**config.mk**
```make
export PLATFORM = sky130hd
export DESIGN_NAME = brq_lsu_resp
export DESIGN_NICKNAME = d
export VERILOG_FILES = /design/src/rtl/brq_pkg.sv /design/src/rtl/brq_lsu_align.sv /design/src/rtl/brq_lsu_resp.sv
export SDC_FILE = /design/constraint.sdc
export NUM_CORES = 1
export LEC_CHECK = 0
export ABC_AREA = 1
export BUFFER_PORTS_ARGS = -buffer_cell sky130_fd_sc_hd__buf_2
export CORE_MARGIN = 2
export CORE_UTILIZATION = 50
export CTS_CLUSTER_SIZE = 10
export DETAILED_ROUTE_END_ITERATION = 8
export PLACE_DENSITY_LB_ADDON = 0.15
export SYNTH_ARGS = -nofsm -noshare
export SYNTH_HDL_FRONTEND = slang
export SYNTH_HIERARCHICAL = 1
export SYNTH_SLANG_ARGS = --single-unit
```
**constraint.sdc**
```tcl
create_clock -name clk_i -period 2.3 [get_ports clk_i]
set_input_delay 0.115 -clock clk_i [delete_from_list [all_inputs] [get_ports clk_i]]
set_output_delay 0.115 -clock clk_i [all_outputs]
set_load 0.1 [all_outputs]
```
**src/rtl/brq_pkg.sv**
```systemverilog
// Shared LSU types for the brq core: access data types, the response-stage
// state encoding and the rule deciding when an access needs two bus beats.
package brq_pkg;

    typedef enum logic [1:0] {
        LSU_WORD = 2'b00,
        LSU_HALF = 2'b01,
        LSU_BYTE = 2'b10
    } lsu_dtype_e;

    typedef enum logic [1:0] {
        IDLE    = 2'b00,
        WAIT_LO = 2'b01,
        WAIT_HI = 2'b10
    } lsu_resp_state_e;

    // A word at any non-zero offset, or a half at offset 3, crosses a word
    // boundary and is served by two bus beats. Bytes never cross.
    function automatic logic lsu_is_split(lsu_dtype_e dtype, logic [1:0] offset);
        return ((dtype == LSU_WORD) && (offset != 2'b00)) ||
               ((dtype == LSU_HALF) && (offset == 2'b11));
    endfunction

endpackage

```
**src/rtl/brq_lsu_align.sv**
```systemverilog
// Load data alignment: picks the addressed bytes out of a 64-bit window
// (hi beat : lo beat) and sign- or zero-extends them to 32 bits.
module brq_lsu_align
    import brq_pkg::*;
(
    input  logic [63:0] comb64,
    input  logic [1:0]  offset,
    input  logic [1:0]  dtype,
    input  logic        sign_ext,
    output logic [31:0] data
);

    logic [31:0] raw;

    // Shift the addressed byte down to bit 0, then extend according to size.
    always_comb begin
        raw  = 32'(comb64 >> {offset, 3'b000});
        data = raw;
        case (lsu_dtype_e'(dtype))
            LSU_HALF: data = {{16{sign_ext & raw[15]}}, raw[15:0]};
            LSU_BYTE: data = {{24{sign_ext & raw[7]}}, raw[7:0]};
            default:  data = raw;
        endcase
    end

endmodule

```
**src/rtl/brq_lsu_resp.sv**
```systemverilog
// LSU response stage: tracks the single in-flight load/store, collects its
// one or two bus response beats and presents the aligned result to
// writeback combinationally in the final-beat cycle.
// Optional response counters are built when BRQ_LSU_RESP_PERF_EN is defined;
// otherwise the counter outputs are tied to zero.
module brq_lsu_resp
    import brq_pkg::*;
#(
    parameter int PerfCntW = 32
) (
    input  logic                clk_i,
    input  logic                rst_ni,
    input  logic                req_valid_i,
    output logic                req_ready_o,
    input  logic                req_we_i,
    input  logic [1:0]          req_type_i,
    input  logic                req_sign_ext_i,
    input  logic [1:0]          req_offset_i,
    input  logic                data_rvalid_i,
    input  logic [31:0]         data_rdata_i,
    input  logic                data_err_i,
    output logic [31:0]         rf_wdata_lsu_o,
    output logic                rf_we_lsu_o,
    output logic                lsu_resp_valid_o,
    output logic                lsu_resp_err_o,
    output logic                busy_o,
    output logic [PerfCntW-1:0] perf_load_cnt_o,
    output logic [PerfCntW-1:0] perf_store_cnt_o,
    output logic [PerfCntW-1:0] perf_split_cnt_o
);

    lsu_resp_state_e state_q;
    lsu_dtype_e      type_q;
    logic            split_q;
    logic            we_q;
    logic            sign_ext_q;
    logic [1:0]      offset_q;
    logic [31:0]     lo_q;
    logic            err_q;

    logic            final_beat;
    logic            lo_beat;
    logic            accept;
    logic            resp_err;
    logic [63:0]     comb64;
    logic [31:0]     aligned;

    // Handshake and beat classification; a response in IDLE is never a beat.
    always_comb begin
        final_beat = data_rvalid_i &
                     ((state_q == WAIT_HI) | ((state_q == WAIT_LO) & ~split_q));
        lo_beat    = data_rvalid_i & (state_q == WAIT_LO) & split_q;
        accept     = req_valid_i & req_ready_o;
        resp_err   = final_beat & (err_q | data_err_i);
    end

    assign req_ready_o = (state_q == IDLE) | final_beat;

    // Descriptor capture, lo-beat buffering and state sequencing.
    always_ff @(posedge clk_i or negedge rst_ni) begin
        if (!rst_ni) begin
            state_q    <= IDLE;
            type_q     <= LSU_WORD;
            split_q    <= 1'b0;
            we_q       <= 1'b0;
            sign_ext_q <= 1'b0;
            offset_q   <= 2'b00;
            lo_q       <= 32'h0;
            err_q      <= 1'b0;
        end else begin
            if (lo_beat) begin
                lo_q  <= data_rdata_i;
                err_q <= err_q | data_err_i;
            end
            if (accept) begin
                type_q     <= lsu_dtype_e'(req_type_i);
                split_q    <= lsu_is_split(lsu_dtype_e'(req_type_i), req_offset_i);
                we_q       <= req_we_i;
                sign_ext_q <= req_sign_ext_i;
                offset_q   <= req_offset_i;
                err_q      <= 1'b0;
            end
            case (state_q)
                IDLE: begin
                    if (accept) state_q <= WAIT_LO;
                end
                WAIT_LO: begin
                    if (data_rvalid_i) begin
                        if (split_q)     state_q <= WAIT_HI;
                        else if (accept) state_q <= WAIT_LO;
                        else             state_q <= IDLE;
                    end
                end
                WAIT_HI: begin
                    if (data_rvalid_i) state_q <= accept ? WAIT_LO : IDLE;
                end
                default: state_q <= IDLE;
            endcase
        end
    end

    // For a single-beat access both halves of the window hold the same word,
    // so the shift only ever exposes bytes from that beat.
    assign comb64 = {data_rdata_i, split_q ? lo_q : data_rdata_i};

    brq_lsu_align u_align (
        .comb64   (comb64),
        .offset   (offset_q),
        .dtype    (type_q),
        .sign_ext (sign_ext_q),
        .data     (aligned)
    );

    assign lsu_resp_valid_o = final_beat;
    assign lsu_resp_err_o   = resp_err;
    assign rf_we_lsu_o      = final_beat & ~we_q & ~resp_err;
    assign rf_wdata_lsu_o   = (final_beat & ~we_q) ? aligned : 32'h0;
    assign busy_o           = (state_q != IDLE);

`ifdef BRQ_LSU_RESP_PERF_EN
    logic [PerfCntW-1:0] load_cnt_q;
    logic [PerfCntW-1:0] store_cnt_q;
    logic [PerfCntW-1:0] split_cnt_q;
    logic                resp_ok;

    assign resp_ok = final_beat & ~resp_err;

    // Saturating counters of error-free completed accesses by kind.
    always_ff @(posedge clk_i or negedge rst_ni) begin
        if (!rst_ni) begin
            load_cnt_q  <= '0;
            store_cnt_q <= '0;
            split_cnt_q <= '0;
        end else if (resp_ok) begin
            if (~we_q && (load_cnt_q != {PerfCntW{1'b1}}))
                load_cnt_q <= load_cnt_q + PerfCntW'(1);
            if (we_q && (store_cnt_q != {PerfCntW{1'b1}}))
                store_cnt_q <= store_cnt_q + PerfCntW'(1);
            if (split_q && (split_cnt_q != {PerfCntW{1'b1}}))
                split_cnt_q <= split_cnt_q + PerfCntW'(1);
        end
    end

    assign perf_load_cnt_o  = load_cnt_q;
    assign perf_store_cnt_o = store_cnt_q;
    assign perf_split_cnt_o = split_cnt_q;
`else
    assign perf_load_cnt_o  = '0;
    assign perf_store_cnt_o = '0;
    assign perf_split_cnt_o = '0;
`endif

endmodule

```
* Word level (Yosys, flattened, before mapping)
Cells that the tools add are included.
** Storage, ports and cells
- Bits in registers :: 42
- Output and inout bits :: 133
- Logic and storage cells :: 54
** Operators by class
- Equal/unequal tests :: 9
- Shifts and indexed selects :: 1
- Muxes and demuxes :: 11
- Bitwise logic cells :: 16
- Reduce and logical (&&, ||, !) cells :: 9
** Operators by type and width (number)
- 2-to-1 mux 32 bit :: 2
- one-hot mux 32 bit (2 select lines) :: 1
- right shift 64 x 5 -> 32 bit :: 1
- AND 1 bit :: 10
- 2-to-1 mux 2 bit :: 4
- == test 2 x 1 -> 1 bit, second input constant :: 3
- == test 2 bit, second input constant :: 3
- inequality test 2 bit, second input constant :: 3
- one-hot mux 2 bit (3 select lines) :: 1
- nonzero test 2 bit :: 3
- zero test 2 bit :: 2
- 2-to-1 mux 1 bit :: 3
- NOT 1 bit :: 3
- OR 1 bit :: 3
- AND reduction 3 bit :: 1
- logical AND 1 bit :: 2
- logical OR 1 bit :: 1

* Logic depth before layout (Yosys ltp)
Gate-level depths: netlist of run 1.
- Depth after elaboration :: 10
- Gate-level depth with buffers :: 11
- Depth with buffers taken out :: 9

* Modules after synthesis
Netlist of run 1, hierarchy kept.
** By module, submodules not included
- brq_lsu_resp :: instances 1, cells each 433, area an instance 3144.3 sq um, seq. area each 1051.0 sq um
- brq_lsu_align :: instances 1, cells each 238, area an instance 1159.9 sq um, seq. area each 0.0 sq um

* Worst setup path after synthesis of run 1
OpenSTA, ideal clock, no wires.
- Path type :: register to output
- Start point :: register state_q[0]
- End point :: output port rf_we_lsu_o
- Arrival time :: 2.966 ns
- Setup slack :: -0.781 ns
- Cell stages (with the launch flop) :: 6
- Path buffers :: 0
- Path through :: dfrtp_1 inv_2 o21ai_2 nand3_1 nor2_1 nor2_1
** On the way
- Word-level cells in the longest chain between the ends :: 7
- Elaborated cells on any way between the ends :: 9
- Classes of those cells :: eq/ne: 2; bitwise: 7
** RTL lines
- from (decl) :: RTL line brq_lsu_resp.sv:32 : lsu_resp_state_e state_q;
- from (signal assigned) :: RTL line brq_lsu_resp.sv:95 : if (data_rvalid_i) state_q <= accept ? WAIT_LO : IDLE;
- == test 2 x 1 -> 1 bit :: RTL line brq_lsu_resp.sv:51 : ((state_q == WAIT_HI) | ((state_q == WAIT_LO) & ~split_q));
- AND 1 bit :: RTL line brq_lsu_resp.sv:51
- OR 1 bit (*) :: RTL line brq_lsu_resp.sv:51
- AND 1 bit (*) :: RTL line brq_lsu_resp.sv:50 : final_beat = data_rvalid_i &
- AND 1 bit (*) :: RTL line brq_lsu_resp.sv:54 : resp_err = final_beat & (err_q | data_err_i);
- named net lsu_resp_err_o :: RTL line brq_lsu_resp.sv:25 : output logic lsu_resp_err_o,
- NOT 1 bit (*) :: RTL line brq_lsu_resp.sv:116 : assign rf_we_lsu_o = final_beat & ~we_q & ~resp_err;
- AND 1 bit (*) :: RTL line brq_lsu_resp.sv:116
- to (decl) :: RTL line brq_lsu_resp.sv:23 : output logic rf_we_lsu_o,
The timed path passes the listed nets; every way through them passes the cells marked *.

* Worst setup path in the final report of run 1
- Start point :: register split_q
- End point :: output port rf_wdata_lsu_o[30]
** On the way
- Elaborated cells on any way between the ends :: 11
- Classes of those cells :: shift: 1; mux: 3; bitwise: 7
** RTL lines
- from (decl) :: RTL line brq_lsu_resp.sv:34 : logic split_q;
- from (signal assigned) :: RTL line brq_lsu_resp.sv:77 : split_q <= lsu_is_split(lsu_dtype_e'(req_type_i), req_offset_i);
- 2-to-1 mux 32 bit (*) :: RTL line brq_lsu_resp.sv:104 : assign comb64 = {data_rdata_i, split_q ? lo_q : data_rdata_i};
- named net comb64[23] :: RTL line brq_lsu_resp.sv:45 : logic [63:0] comb64;
- right shift 64 x 5 -> 32 bit (*) :: RTL line brq_lsu_align.sv:17 : raw = 32'(comb64 >> {offset, 3'b000});
- AND 1 bit, on equally long branches :: RTL line brq_lsu_align.sv:21, brq_lsu_align.sv:20
- one-hot mux 32 bit (2 select lines) (*) :: RTL line brq_lsu_align.sv:19 : case (lsu_dtype_e'(dtype))
- named net aligned[30] :: RTL line brq_lsu_resp.sv:46 : logic [31:0] aligned;
- 2-to-1 mux 32 bit (*) :: RTL line brq_lsu_resp.sv:117 : assign rf_wdata_lsu_o = (final_beat & ~we_q) ? aligned : 32'h0;
- to (decl) :: RTL line brq_lsu_resp.sv:22 : output logic [31:0] rf_wdata_lsu_o,
Marks and branches as above.

==> metrics.cfg, run 1 <==
[place]
dpl.cell_count=828
gp_congestion=0.8893
portBuffers=79
place_ws_ns=0.1713
dp_hpwl_um=8299

[run_status]
status=completed

[critical_path]
required_ns=2.18
crit_type=reg -> out
arrival_ns=2.11
r2r-end=lo_q[30]
max_stage_delay_ns=0.48
cpMaxStageDelayCell=dfrtp_2
endpoint_kind=output pin
r2r_slack_ns=0.67
worstReg2RegStart=split_q
cp-start-kind=register
reg2regPathDepth=4
cp_cell_sequence=buf_2 -> o21ai_2 -> nand2_1 -> nand3_2 -> nand3_4 -> nand3_1 -> inv_1 -> nor2_4 -> buf_12
path_max_fanout=8

[timing]
setup-violations-final=0
max-slew-margin-rel_pct=59.33
drv_slew=0
hold_violations=0
setup_ws_ns=0.07034
tightest_slew_ns=0.6101
fmax_ghz=0.4485
setup_tns_ns=0
min_period_over_period_pct=96.94
min_period_ns=2.230
skew_ns=0.005377

[global_routing]
antenna_found_initial=0
grt_pass1_vias=3574
grt.overflow.total=0
grt.total_usage_pct=22.74
grt_max_degree=67
grt_pass1_wl_um=17770

[cts]
numCtsBuffers=5
cts.clk_slew.worst_paths_ns=0.08
h-tree-depth=2
cts.sinks=42
clk_latency_ns=0.29
cts_tree=done
ctsLongestPathBuffers=2
cts_root_buffer=clkbuf_8

[logic_synthesis]
ys_seq_area_share_pct=24.42
synth_edf_count=0
async_flop_share_pct=100.0
synth.most_common_cell=nand2_1
postSynthCellCount=671
yosys.area.top_type=dfrtp_1
yosysTopAreaCellShare_pct=24.42
ys_ff_latch=42
synth.avg_cell_area_um2=6.414
synth-main-ff-cell=dfrtp_1
ys_top_cells_by_area=dfrtp_1, buf_4, nand2_1
yosysWarnings=6
syn_area_um2=4304
ys_top_cells_by_count=nand2_1, buf_4, nand3_1
synth.distinct_cells=28

[hold_path]
min_from=req_we_i
min_path_type=in -> reg
hold_path_depth=3
hold_path_end=we_q

[floorplanning]
dieArea_um2=9366
core_um2=8299
rows=33
ios=176
initial_core_util_pct=51.86
die_y_um=96.78
die_w_um=96.78

[cells_and_area]
area_delta_synth_final_pct=22.44
instances_no_fill=845
antenna_cells=0
fin_util_pct=63.50
nets=785
drive_gt1_share_pct=22.70

[routing]
wl_per_cell_um=13.42
wl_met1_um=5095
wl_met2_um=5167
wl_met3_um=818
drt_iter0_markers=372
first_pass_iters=5
drc=0
drt-total-wl_um=11340
num_vias=4214
top_layer_used=met4
vias_per_cell=4.987
antenna_left=0

[power]
power_per_cell_area_nw_per_um2=1059
leakage_uw=0.002744
peakVddDrop_v=0.0006452
total_power_uw=5580

[flow_run]
cap_violations=0

==> per-stage QoR <==
step           instance area [um2]  hold slack, ns
6_report                      5270         0.06769
5_1_grt                       5270         0.08635
4_1_cts                       5084         0.05693
3_5_place_dp                  4974          0.1636
3_3_place_gp                  4974          0.1626
2_1_floorplan                 4793         -0.1806
==> critical path: cells and delay by family (launching register included) <==
kind	cells	cell delay, ns
buf+inv	3	0.45
compound gates	1	0.17
flops	1	0.48
simple gates	5	0.73
==> state kept, by name, summed over array words and instances, names as in the netlist <==
register,cells
err_q,1
lo_q,32
offset_q,2
sign_ext_q,1
split_q,1
state_q,2
type_q,2
we_q,1
==> kinds of logic (layout without fill, tap and decap cells) <==
kind of cell,Yosys count,count (layout),synth area share (%)
AOI/OAI and AO/OA,83,83,10.78
other,1,96,0.08713
buffers and inverters,215,185,30.03
and+or+nand+nor,328,332,34.10
adders and majority gates,2,2,0.5813
DFF,42,42,24.42
==> worst max-delay path by stage <==
stage	start	to	slack [ns]	depth (start not counted)
after floorplan	state_q[0]	rf_we_lsu_o	-0.10	5
after global routing	split_q	rf_wdata_lsu_o[20]	-0.02	9
after global placement	split_q	rf_wdata_lsu_o[3]	0.19	7
after CTS	split_q	rf_wdata_lsu_o[18]	0.004	9
final	split_q	rf_wdata_lsu_o[30]	0.07	9
after detailed placement	split_q	rf_wdata_lsu_o[17]	0.17	9
==> placed cells by master (no fill, tap or decap), drive strengths merged <==
| cell | count |
|---|---|
| nand2 | 184 |
| o21bai | 2 |
| buf | 97 |
| o21ai | 66 |
| nor2 | 39 |
| dfrtp | 42 |
| and2 | 1 |
| a32oi | 7 |
| o31ai | 1 |
| dlygate4sd3 | 1 |
| ha | 2 |
| clkbuf | 5 |
| clkinv | 3 |
| a21oi | 7 |
| nand4 | 3 |
| inv | 79 |
| conb | 96 |
| nand3 | 105 |
==> metal layers <==
| layer | track usage [%] | vias to the layer above |
|---|---|---|
| li1 | - | 2066 |
| met4 | 8.884 | 0 |
| met2 | 35.58 | 217 |
| met1 | 31.60 | 1915 |
| met3 | 3.613 | 16 |
| met5 | 0 | - |
==> report_power, final <==
group / switching, uW / internal (uW) / total (uW)
clock network: 263 / 204 / 467
logic: 2820 / 1050 / 3870
registers: 187 / 1060 / 1250
==> timing repair <==
action                                 CTS  global route
gates resized for setup                  8            33
endpoints found under the hold margin   24             0
hold buffers                             1             0
setup buffers                            0             5
pin swaps                                1             7
cloned                                   1             3
setup endpoints to repair               28            29
==> area by class of cell <==
cell class,instances,area [um2]
inverters,80,301.5
clock buffers,5,68.82
multi-input cells,513,2616
well taps,105,131.4
clock inverters,2,10.01
repair buffers,98,1090
flip-flops and latches,42,1052
fillers,753,3029
No activity file was read; power rests on OpenSTA's default activity.
==> run 2, diff against run 1 <==
--- a/config.mk
+++ b/config.mk
@@ -11,7 +11,7 @@
 export CORE_UTILIZATION = 50
 export CTS_CLUSTER_SIZE = 10
 export DETAILED_ROUTE_END_ITERATION = 8
-export PLACE_DENSITY_LB_ADDON = 0.15
+export PLACE_DENSITY = 0.83
 export SYNTH_ARGS = -nofsm -noshare
 export SYNTH_HDL_FRONTEND = slang
 export SYNTH_HIERARCHICAL = 1
==> run 2 against run 1 <==
Power down 0.96%; critical path depth unchanged; combinational power is 2% lower; die area unchanged; sequential power hardly changed; setup slack worse by 0.0084 ns; critical endpoint unchanged; largest power group unchanged.
==> metrics.cfg, run 2 (same netlist as run 1, synthesis figures left out) <==
[timing]
drv_slew=0
setup-violations-final=0
skew_ns=0.004875
hold_violations=0
max-slew-margin-rel_pct=37.04
fmax_ghz=0.4468
min_period_ns=2.238
tightest_slew_ns=0.9444
min_period_over_period_pct=97.31
holdWs_ns=0.05202
setup_tns_ns=0

[critical_path]
cpMaxStageDelayCell=dfrtp_2
required_ns=2.18
worstSetupPathDepth=9
max_stage_delay_ns=0.46
reg2regPathDepth=5
path_max_fanout=6
cp_num_buf_inv=3
arrival_ns=2.12
crit_type=reg -> out
critPathTopFamily=simple AND/OR/NAND/NOR gates
endpoint_kind=output pin
cp-start-kind=register
cp_cell_sequence=clkbuf_2 -> o21ai_2 -> nand2_1 -> nand3_4 -> nand3_2 -> nand3_1 -> inv_1 -> nor2_4 -> buf_12

[place]
portBuffers=79
placed_area_um2=4946
gp_congestion=0.9367
dp_hpwl_um=7860

[cts]
cts_tree=done
cts_root_buffer=clkbuf_8
ctsLongestPathBuffers=2
cts.sinks=42
clk_latency_ns=0.29
h-tree-depth=2
numCtsBuffers=5
cts.clk_slew.worst_paths_ns=0.07

[cells_and_area]
nets=783
area_delta_synth_final_pct=21.45
drive_gt1_share_pct=22.25
largest_reg_flops=32
n_fill_cell=760
regMostFlops=lo_q
fin_area_um2=5228
final_cell_mix=nand2_1, conb_1, nand3_1
final_common_cell=nand2_1

[global_routing]
grt_pass1_wl_um=17110
antenna_found_initial=1
grt_pass1_vias=3584
grt.total_usage_pct=21.82
grt.overflow.total=0
grt_max_degree=67

[routing]
drt-total-wl_um=10700
first_pass_iters=5
drt_iter0_markers=462
antenna_left=0
vias_per_cell=4.999
wl_per_cell_um=12.69
drc=0
num_vias=4214

[floorplanning]
die_w_um=96.78
rows=33
die_y_um=96.78
initial_core_util_pct=51.86
dieArea_um2=9366
ios=176
core_um2=8299

[run_status]
status=completed

[power]
peakVddDrop_v=0.0008286
total_power_uw=5526
intPower_uw=2324
share_seq_of_total_power_pct=22.6
leakage_uw=0.002709
pwr-share-clk_pct=8.4
p_sw_uw=3201
p_comb_share_pct=69.0
switching_share_pct=57.94
power_per_cell_area_nw_per_um2=1057

[hold_path]
hold_path_depth=3
min_path_type=in -> reg

[flow_run]
cap_violations=0

run 2: cell count changes in the layout (fill, tap and decap cells not counted), moves of 2 or more:
cell,delta
inv_2,+2
nand3_1,+4
o21ai_1,-3
nand3_2,-4
clkinv_2,-3
o21ai_0,+2
run 2: metal layers:
layer  track usage [%]  vias to the layer above  wire length, um
li1                  -                     2072                -
met1             29.71                     1899             4366
met2             35.42                      220             5129
met3             4.480                       23              953
met4             5.742                        0              248
met5                 0                        -                0
run 2: per-stage QoR:
stage / setup WS, ns / utilization (%) / std cells
final: 0.06197 / 62.99 / 843
after global routing: -0.03866 / 62.96 / 842
after CTS: -0.01033 / 60.97 / 834
after detailed placement: 0.09263 / 59.60 / 826
after global placement: 0.1497 / 59.60 / 826
after floorplan: -0.1017 / - / 766
run 2: final timing paths:
path                                 from                  to  slack [ns]
setup / recovery                  split_q  rf_wdata_lsu_o[30]        0.06
hold / removal             req_sign_ext_i          sign_ext_q        0.05
setup reg to reg                  split_q             lo_q[4]        0.58
hold reg to reg                      we_q                we_q        0.48
max in group asynchronous          rst_ni         offset_q[0]        1.16
min in group asynchronous          rst_ni                we_q        0.49
run 2: power by group through the flow:
stage | logic, uW | clock network [uW] | registers, uW
2_1_floorplan | 3050 | 0 | 1210
3_3_place_gp | 3570 | 0 | 1250
3_5_place_dp | 3620 | 0 | 1260
4_1_cts | 3650 | 482 | 1250
5_1_grt | 4110 | 519 | 1290
6_report | 3810 | 464 | 1250
run 2: final cells by class:
cell class | instances | area [um2] | area share (%)
clock buffers | 6 | 82.58 | 1.580
flip-flops and latches | 42 | 1054 | 20.15
diodes | 1 | 2.502 | 0.04787
repair buffers | 96 | 1062 | 20.32
inverters | 80 | 300.3 | 5.744
multi-input cells | 513 | 2595 | 49.64
well taps | 105 | 131.4 | 2.513
run 2: what timing repair did:
item,in CTS,in global routing
hold buffers,1,0
pin swaps,1,5
cloned,1,3
setup buffers,0,5
gates resized for setup,10,25
hold endpoints to repair,33,0
endpoints found under the setup margin,31,31
run 2: worst min-delay path, cell delays in order:
cell,delay (ns)
buf_2,0.07
nand3_1,0.07
nand2_1,0.06
==> run 3, diff against run 2 <==
--- a/config.mk
+++ b/config.mk
@@ -12,6 +12,7 @@
 export CTS_CLUSTER_SIZE = 10
 export DETAILED_ROUTE_END_ITERATION = 8
 export PLACE_DENSITY = 0.83
+export SETUP_SLACK_MARGIN = 0.15
 export SYNTH_ARGS = -nofsm -noshare
 export SYNTH_HDL_FRONTEND = slang
 export SYNTH_HIERARCHICAL = 1
==> run 3 against run 2 <==
Sequential power about the same; die area stayed put; first-iteration DRC count increased by 23%; via count increased by 7.1%; power rose by 12%; routed wire length increased by 20%.
==> metrics.cfg, run 3 (same netlist as run 1, synthesis figures left out) <==
[hold_path]
min_from=req_we_i
hold_path_depth=3
min_path_type=in -> reg
hold_path_end=we_q

[timing]
drv_slew=0
hold_violations=0
max-slew-margin-rel_pct=34.47
setup_ws_ns=0.09583
fmax_ghz=0.4537
tightest_slew_ns=0.9829
rsz0062_at_grt=yes
setup-violations-final=0
min_period_over_period_pct=95.83
min_period_ns=2.204
skew_ns=0.006007

[critical_path]
r2r-end=err_q
crit_type=reg -> out
path_max_fanout=38
r2r_slack_ns=0.60
worstReg2RegStart=split_q
required_ns=2.18
endpoint_kind=output pin
cp-start-kind=register
arrival_ns=2.09
reg2regPathDepth=7

[cells_and_area]
final_common_cell=nand2_1
regMostFlops=lo_q
drive_gt1_share_pct=26.54
final_cell_mix=nand2_1, conb_1, nand3_1
area_delta_synth_final_pct=31.80
multi_input_area_um2=2806
nets=790
seqCellArea_um2=1054
n_fill_cell=660
largest_reg_flops=32

[cts]
cts_root_buffer=clkbuf_8
ctsLongestPathBuffers=2
cts.clk_slew.worst_paths_ns=0.09
h-tree-depth=2
cts.sinks=42
cts_tree=done
clk_latency_ns=0.30
numCtsBuffers=5

[routing]
drc=0
wl_per_cell_um=15.12
drt-total-wl_um=12880
num_vias=4513
first_pass_iters=8
vias_per_cell=5.297
drt_iter0_markers=567
antenna_left=0

[floorplanning]
dieArea_um2=9366
ios=176
core_um2=8299
initial_core_util_pct=51.86
die_w_um=96.78
rows=33
die_y_um=96.78

[place]
place_ws_ns=0.2349
dp_hpwl_um=8301
gp_congestion=0.9196
portBuffers=79

[global_routing]
grt.overflow.total=0
antenna_found_initial=1
grt_pass1_wl_um=19040
grt_max_degree=67
grt_pass1_vias=3842
grt.total_usage_pct=24.50

[power]
peakVddDrop_v=0.0007203
leakage_uw=0.002890
total_power_uw=6213
power_per_cell_area_nw_per_um2=1095

[run_status]
status=completed

[flow_run]
cap_violations=0

[run 3: cell count changes in the layout (fill, tap and decap cells not counted), moves of 4 or more]
cell     previous run  this run
nand2_2             1        10
nand2_1           182       173
nor2_4             22        34
o21ai_0            40        36
nand3_2             4        11
nor2_2             13         1
o21ai_4             0         4
nand3_1            94        84
[run 3: timing repair]
| item | in CTS | in global routing |
|---|---|---|
| setup buffers | 5 | 3 |
| hold buffers | 1 | 0 |
| gates cloned | 4 | 4 |
| resized for setup | 35 | 45 |
| pin swaps | 6 | 10 |
| setup endpoints to repair | 31 | 33 |
| endpoints found under the hold margin | 4 | 0 |
[run 3: layer usage]
layer | wire length, um | GRT usage [%] | vias up
met1 | 4879 | 30.66 | 2030
met3 | 1292 | 3.974 | 54
met4 | 522 | 10.94 | 0
li1 | - | - | 2082
met2 | 6188 | 41.51 | 347
met5 | 0 | 0 | -
[run 3: final cells by class]
| type | count | area share [%] |
|---|---|---|
| flip-flops and latches | 42 | 18.57 |
| inverters | 80 | 5.337 |
| multi-input cells | 513 | 49.47 |
| repair buffers | 103 | 21.84 |
| clock buffers | 5 | 1.213 |
| diodes | 1 | 0.04411 |
| clock inverters | 3 | 1.213 |
| well taps | 105 | 2.316 |
[run 3: per-stage QoR]
stage                     cell area [um2]  cells  utilization, %  TNS (ns)  hold slack, ns
after detailed placement             5031    826           60.62         0          0.3269
after global routing                 5673    852           68.36         0         0.06501
final                                5673    852           68.36         0         0.05230
after floorplan                      4853    766               -   -0.1017         -0.1806
after global placement               5031    826           60.62         0          0.3050
after CTS                            5403    844           65.10         0         0.03589
[run 3: critical path, cell delays in order, from the launching register on]
cell and delay, ns:
dfrtp_2 0.48, buf_12 0.19, o21ai_1 0.19, nand2_1 0.11, nand3_1 0.10, nand3_1 0.18, nand3_2 0.14, inv_1 0.07
nor2_4 0.13, buf_12 0.18
[run 3: worst max path at each step]
stage,start,to,slack [ns]
after floorplan,state_q[0],rf_we_lsu_o,-0.10
after global placement,split_q,rf_wdata_lsu_o[4],0.26
after detailed placement,split_q,rf_wdata_lsu_o[19],0.23
after CTS,split_q,rf_wdata_lsu_o[22],0.15
after global routing,type_q[0],rf_wdata_lsu_o[16],0.03
final,split_q,rf_wdata_lsu_o[22],0.1
[run 3: power breakdown]
part           leakage, uW  total [uW]  internal [uW]  switching (uW)
Sequential        0.000524        1270           1060             209
Clock            0.0000683         720            435             285
Combinational      0.00230        4220           1200            3020
